[config.mk]
export PLATFORM = sky130hd
export DESIGN_NAME = mem_writeback_unit
export DESIGN_NICKNAME = d
export VERILOG_FILES = /design/src/rtl/mem_writeback_unit.sv
export SDC_FILE = /design/constraint.sdc
export NUM_CORES = 1
export LEC_CHECK = 0
export ABC_AREA = 1
export CORE_ASPECT_RATIO = 2
export CORE_MARGIN = 2
export CORE_UTILIZATION = 30
export DETAILED_ROUTE_END_ITERATION = 16
export PLACE_DENSITY = 0.59
export SETUP_SLACK_MARGIN = 0.4
export SYNTH_ARGS = -nofsm -noshare
export SYNTH_HDL_FRONTEND = slang
export SYNTH_SLANG_ARGS = --single-unit
[constraint.sdc]
create_clock -name clk -period 4.7 [get_ports clk]
set_input_delay 1.41 -clock clk [delete_from_list [all_inputs] [get_ports clk]]
set_output_delay 1.41 -clock clk [all_outputs]
set_load 0.005 [all_outputs]
[src/rtl/mem_writeback_unit.sv]
// mem_writeback_unit: memory-access and writeback stage behind execute.
// Takes one ExecInst at a time. LOAD/STORE go out over a valid/ready
// request bus and wait for a response (with an optional timeout). Load data
// is aligned and extended, then the register-file write and commit are issued.
// Optional build macro MISALIGN_TRAP_EN: traps misaligned LW/LH/LHU/SH
// without a memory access, and adds the output port `misaligned`.
module mem_writeback_unit #(
    parameter int TIMEOUT_CYCLES = 255
) (
    input  logic        clk,
    input  logic        rst,
    input  logic        in_valid,
    output logic        in_ready,
    input  logic [3:0]  iType,
    input  logic [2:0]  memFunc,
    input  logic        werf,
    input  logic [4:0]  rdIndex,
    input  logic [31:0] data,
    input  logic [31:0] addr,
    input  logic [31:0] nextPc,
    output logic        mem_req_valid,
    input  logic        mem_req_ready,
    output logic        mem_req_write,
    output logic [31:0] mem_req_addr,
    output logic [31:0] mem_req_wdata,
    output logic [3:0]  mem_req_wstrb,
    input  logic        mem_resp_valid,
    input  logic [31:0] mem_resp_data,
    output logic        rf_we,
    output logic [4:0]  rf_windex,
    output logic [31:0] rf_wdata,
    output logic        commit_valid,
    output logic [31:0] commit_pc,
    output logic        illegal,
`ifdef MISALIGN_TRAP_EN
    output logic        bus_err,
    output logic        misaligned
`else
    output logic        bus_err
`endif
);
    localparam logic [3:0] T_LOAD  = 4'd6;
    localparam logic [3:0] T_STORE = 4'd7;
    localparam logic [3:0] T_UNSUP = 4'd9;
    localparam int CNT_W = (TIMEOUT_CYCLES > 0) ? $clog2(TIMEOUT_CYCLES + 1) : 1;
    localparam logic [CNT_W-1:0] CNT_LAST = CNT_W'((TIMEOUT_CYCLES > 0) ? TIMEOUT_CYCLES - 1 : 0);

    typedef enum logic [1:0] {S_IDLE, S_REQ, S_WAIT, S_WB} state_t;

    state_t           state_q, state_d;
    logic [CNT_W-1:0] cnt_q, cnt_d;
    logic [3:0]       itype_q, itype_d;
    logic [2:0]       func_q, func_d;
    logic             werf_q, werf_d;
    logic [4:0]       rd_q, rd_d;
    logic [31:0]      data_q, data_d;
    logic [31:0]      addr_q, addr_d;
    logic [31:0]      npc_q, npc_d;
    logic [31:0]      resp_q, resp_d;
    logic             illegal_q, illegal_d;
    logic             bus_err_q, bus_err_d;
    logic             misal_q, misal_d;

    // Unsupported types (9 and above) and memFunc codes outside the load/store sets.
    function automatic logic func_illegal(input logic [3:0] t, input logic [2:0] f);
        if (t == T_LOAD)  return !(f == 3'b000 || f == 3'b001 || f == 3'b010 ||
                                   f == 3'b100 || f == 3'b101);
        if (t == T_STORE) return (f > 3'b010);
        return (t >= T_UNSUP);
    endfunction

    // Store data replicated across every lane it could land in.
    function automatic logic [31:0] store_wdata(input logic [2:0] f, input logic [31:0] d);
        case (f)
            3'b000:  return {4{d[7:0]}};
            3'b001:  return {2{d[15:0]}};
            default: return d;
        endcase
    endfunction

    function automatic logic [3:0] store_wstrb(input logic [2:0] f, input logic [1:0] a);
        case (f)
            3'b000:  return 4'b0001 << a;
            3'b001:  return a[1] ? 4'b1100 : 4'b0011;
            default: return 4'b1111;
        endcase
    endfunction

    // Picks the addressed lane out of the response word and extends it.
    function automatic logic [31:0] load_align(input logic [2:0] f, input logic [1:0] a,
                                               input logic [31:0] w);
        logic [7:0]  b;
        logic [15:0] h;
        case (a)
            2'd0:    b = w[7:0];
            2'd1:    b = w[15:8];
            2'd2:    b = w[23:16];
            default: b = w[31:24];
        endcase
        h = a[1] ? w[31:16] : w[15:0];
        case (f)
            3'b000:  return {{24{b[7]}}, b};
            3'b001:  return {{16{h[15]}}, h};
            3'b100:  return {24'd0, b};
            3'b101:  return {16'd0, h};
            default: return w;
        endcase
    endfunction

`ifdef MISALIGN_TRAP_EN
    function automatic logic is_misaligned(input logic [3:0] t, input logic [2:0] f,
                                           input logic [1:0] a);
        if (t == T_LOAD && f == 3'b010)                      return (a != 2'b00);
        if (t == T_LOAD && (f == 3'b001 || f == 3'b101))     return a[0];
        if (t == T_STORE && f == 3'b001)                     return a[0];
        return 1'b0;
    endfunction
`endif

    assign in_ready = (state_q == S_IDLE) && !rst;

    // Next-state logic: accept/latch, request handshake, response wait with timeout.
    always_comb begin
        state_d   = state_q;
        cnt_d     = cnt_q;
        itype_d   = itype_q;
        func_d    = func_q;
        werf_d    = werf_q;
        rd_d      = rd_q;
        data_d    = data_q;
        addr_d    = addr_q;
        npc_d     = npc_q;
        resp_d    = resp_q;
        illegal_d = illegal_q;
        bus_err_d = bus_err_q;
        misal_d   = misal_q;
        case (state_q)
            S_IDLE: begin
                if (in_valid && in_ready) begin
                    itype_d   = iType;
                    func_d    = memFunc;
                    werf_d    = werf;
                    rd_d      = rdIndex;
                    data_d    = data;
                    addr_d    = addr;
                    npc_d     = nextPc;
                    illegal_d = func_illegal(iType, memFunc);
                    bus_err_d = 1'b0;
`ifdef MISALIGN_TRAP_EN
                    misal_d   = is_misaligned(iType, memFunc, addr[1:0]);
`else
                    misal_d   = 1'b0;
`endif
                    if ((iType == T_LOAD || iType == T_STORE) && !illegal_d && !misal_d)
                        state_d = S_REQ;
                    else
                        state_d = S_WB;
                end
            end
            S_REQ: begin
                if (mem_req_ready) begin
                    cnt_d   = '0;
                    state_d = S_WAIT;
                end
            end
            S_WAIT: begin
                cnt_d = cnt_q + 1'b1;
                if (mem_resp_valid) begin
                    resp_d  = mem_resp_data;
                    state_d = S_WB;
                end else if (TIMEOUT_CYCLES > 0 && cnt_q == CNT_LAST) begin
                    bus_err_d = 1'b1;
                    state_d   = S_WB;
                end
            end
            default: state_d = S_IDLE;
        endcase
    end

    // Control state: reset drops any in-flight transaction at once.
    always_ff @(posedge clk or posedge rst) begin
        if (rst) begin
            state_q <= S_IDLE;
            cnt_q   <= '0;
        end else begin
            state_q <= state_d;
            cnt_q   <= cnt_d;
        end
    end

    // Latched instruction and response; only observed after a fresh accept.
    always_ff @(posedge clk) begin
        itype_q   <= itype_d;
        func_q    <= func_d;
        werf_q    <= werf_d;
        rd_q      <= rd_d;
        data_q    <= data_d;
        addr_q    <= addr_d;
        npc_q     <= npc_d;
        resp_q    <= resp_d;
        illegal_q <= illegal_d;
        bus_err_q <= bus_err_d;
        misal_q   <= misal_d;
    end

    // Outputs decoded from state; everything is zero outside REQ and WB.
    always_comb begin
        mem_req_valid = 1'b0;
        mem_req_write = 1'b0;
        mem_req_addr  = 32'd0;
        mem_req_wdata = 32'd0;
        mem_req_wstrb = 4'd0;
        rf_we         = 1'b0;
        rf_windex     = 5'd0;
        rf_wdata      = 32'd0;
        commit_valid  = 1'b0;
        commit_pc     = 32'd0;
        illegal       = 1'b0;
        bus_err       = 1'b0;
`ifdef MISALIGN_TRAP_EN
        misaligned    = 1'b0;
`endif
        case (state_q)
            S_REQ: begin
                mem_req_valid = 1'b1;
                mem_req_addr  = {addr_q[31:2], 2'b00};
                if (itype_q == T_STORE) begin
                    mem_req_write = 1'b1;
                    mem_req_wdata = store_wdata(func_q, data_q);
                    mem_req_wstrb = store_wstrb(func_q, addr_q[1:0]);
                end
            end
            S_WB: begin
                commit_valid = 1'b1;
                commit_pc    = npc_q;
                rf_windex    = rd_q;
                rf_wdata     = (itype_q == T_LOAD) ? load_align(func_q, addr_q[1:0], resp_q)
                                                   : data_q;
                rf_we        = werf_q && (rd_q != 5'd0) && !illegal_q && !bus_err_q &&
                               !misal_q && (itype_q != T_STORE);
                illegal      = illegal_q;
                bus_err      = bus_err_q;
`ifdef MISALIGN_TRAP_EN
                misaligned   = misal_q;
`endif
            end
            default: ;
        endcase
    end

endmodule
==> results.md <==
* Count leader, synth: nand2_1
* Final Hold Viols at 0
* Hold Startpoint: cnt_q[7]
* Crit Path Max Fanout at 17
* R2R setup slack at 2.72 ns
* Synth-to-layout area growth at 51.1%
* Clock power frac at 29.6%
* Yosys top cell by area: edfxtp_1
* Core Area at 24300 sq um
* Remaining antenna violation count at 0
* Setup crit start kind: flip-flop
* Final HPWL DP at 20100 microns
* Setup Viol. Count Final at 0
* Leakage at 4.56 nW
* Power per cell area at 410 nW/um^2
* Ys async rst share at 6.54%
* Clock latency on the worst-skew pair at 0.44 ns
* Reg power frac at 39.7%
* Switch share at 30.6%
* Worst-margin pin slew at 0.664 ns
* TNS Setup at 0 ns
* Maximum VDD drop at 0.000297 V
* Clock Skew at 0.00928 ns
* Number of enable flip-flop cells after synthesis at 143
* Vias in the first global route at 6258
* Num ports at 290
* Antenna violations before repair at 5
* Crit Reg-Reg Startpoint: state_q[1]
* Synth cell count leaders: nand2_1, edfxtp_1, inv_1
* Fmax at 0.246 GHz
* CTS root buf: clkbuf_16
* Crit path arrival time at 2.65 ns
* TritonCTS buffer count at 17
* Sink Count at 153
* Top cells by area, synth: edfxtp_1, nand2_1, inv_1
* Post-CTS Hold Buffers at 0
* Ys Warns at 0
* Critical Path, Cell by Cell: inv_1 > nand2_1 > nor3_2 > nand2_4 > inv_2 > o21ai_0 > a21oi_1 > clkdlybuf4s50_1
* Number of port buffers at 287
* Std-Cell Rows at 81
* Global route total overflow at 0
* CP Capture Type: output pin
* Die Ht at 226 microns
* Overall global routing resource usage at 19.8%
* Primary FF master, synth: edfxtp_1
* Min Clock Period, post-route at 4.06 ns
* Fin crit share at 86.5%
* Net switching power at 1.39 mW
* Logic gate share of total power at 30.7%
* Synth Cell Area at 7370 sq um
* Clock slew at reported path FFs at 0.07 ns
* Slew Limit Headroom at 55.7%
* Max Cap Viol at 0
* GPL Wtd Cong at 0.940
* Largest net degree at the start of global routing at 56
* Area share of the largest cell type after synthesis at 58.3%
* Max clock buf depth at 2
* Nets at 1179
* Max Slew Vio Count at 0
* Total power at 4.56 mW
* DIE WIDTH at 115 microns
* First-pass GRT wire length at 36900 microns
* Iter 0 DRT Violations at 431
* Synth Instances at 740
* P_int at 3.17 mW
* CP max-delay cell: clkdlybuf4s50_1
* H-tree levels at 4
* Synthesized flop and latch total at 153
* Wirelength per Cell at 19.0 microns
* Critical path class: flip-flop to output pin
* CP Launch Point: itype_q[3]
* Outcome: finished clean
* Final wirelength at 25300 microns
* Yosys cell types at 43
* Synthesized area per cell at 9.96 sq um
* Vias at 6125
* Crit-path max cell delay at 0.53 ns
* Initial Utilization at 30.3%
* Layout cells sized above 1 at 10.7%
* TritonCTS clock tree: yes
* Vias per inst at 4.60
* CP required at 3.29 ns
* Unrepaired setup endpoints after global routing: no
* Hold WC Path Type: flip-flop to flip-flop
* Die ar. at 25900 sq um
* Drt pass-1 iters at 5
* Residual DRC at 0
* Sequential area share after synthesis at 61.7%
## area by class of cell
class | count | area [sq um]
fill | 2379 | 13200
sequential | 153 | 4540
timing repair buffer | 301 | 2990
multi-input combinational | 439 | 2210
inverter | 115 | 442
clock buffer | 19 | 433
tap | 290 | 363
clock inverter | 13 | 144
antenna | 2 | 5.00
## critical path: cells and delay by family, from the launching register on
| kind | cells | cell delay, ns |
|---|---|---|
| buffers and inverters | 3 | 0.85 |
| AND/OR/NAND/NOR | 3 | 0.69 |
| flip-flops | 1 | 0.36 |
| AO/OA/AOI/OAI | 2 | 0.30 |
## sequential cells by signal (all words and copies together) (netlist names)
name	cells
addr_q	32
data_q	32
npc_q	32
resp_q	32
cnt_q	8
rd_q	5
itype_q	4
func_q	3
state_q	2
bus_err_q	1
illegal_q	1
werf_q	1
## cells in the final DEF, fill, tap and decap left out, types with 2 or more instances in the layout
cell type        count
o211ai_1             9
clkinvlp_4           4
diode_2              2
buf_4               13
nand2_4              3
o21ai_2              3
a21oi_2             11
bufinv_16            2
or2_2               22
inv_1              109
ha_1                 5
nand3b_1             5
nand3_2             11
inv_6                3
nor3b_1              2
conb_1               2
edfxtp_1           143
clkbuf_16           17
nand3_4              2
o21a_1               2
clkinv_2             2
nor2_2               3
o22ai_1              2
inv_2                4
dfrtp_1             10
clkinv_4             2
nand2_1            168
o21ai_0             26
a211oi_1             2
clkbuf_1             2
clkdlybuf4s50_1    287
nor2_1              83
a21oi_1             37
nor3_1              10
nand3_1             17
## power groups by stage
stage	combinational [mW]	sequential [mW]	clock (mW)
finish	1.40	1.81	1.35
global route	1.56	1.83	1.43
CTS	1.41	1.82	1.39
detailed placement	1.40	1.85	0
global placement	1.39	1.84	0
floorplan	0.646	1.80	0
## final timing paths
path,to,cells after the start
max,mem_req_wdata[14],8
min,cnt_q[7],2
max reg2reg,addr_q[11],4
min reg2reg,cnt_q[7],2
max in group asynchronous,cnt_q[4],2
min in group asynchronous,state_q[1],2
## per-stage QoR
stage	std cells	setup WS, ns	cell area (sq um)	utilization (%)	hold WS [ns]
2_1_floorplan	741	0.832	7370	-	0.486
3_3_place_gp	1293	0.834	10500	43.2	0.506
3_5_place_dp	1293	0.830	10500	43.2	0.508
4_1_cts	1326	0.413	11100	45.6	0.533
5_1_grt	1331	0.464	11100	45.8	0.570
6_report	1332	0.635	11100	45.8	0.529
## per-layer routing
layer  wire [microns]  global-route usage, %  vias to the layer above
met3             1830                   6.90                       66
met4             1390                   11.3                        8
li1                 -                      -                     2984
met1             8340                   18.9                     2793
met2            13600                   36.1                      274
met5               53                      0                        -
## timing repair
item / 4_1_cts / 5_1_grt
buffers inserted: 1 / 4
gates resized for setup: 1 / 1
endpoints found under the setup margin: 10 / 23
## cell families (layout without fill, tap and decap cells)
group           after synthesis  in the layout  synth area share, %
other cells                   1              4               0.0509
simple gates                334            334                 20.7
xor+xnor                      1              1                0.119
buf+inv                     149            448                 8.64
fa+ha+maj                     6              6                 1.02
flops                       153            153                 61.7
compound gates               96             96                 7.83
Note: power is estimated with default switching activity, not from simulation.
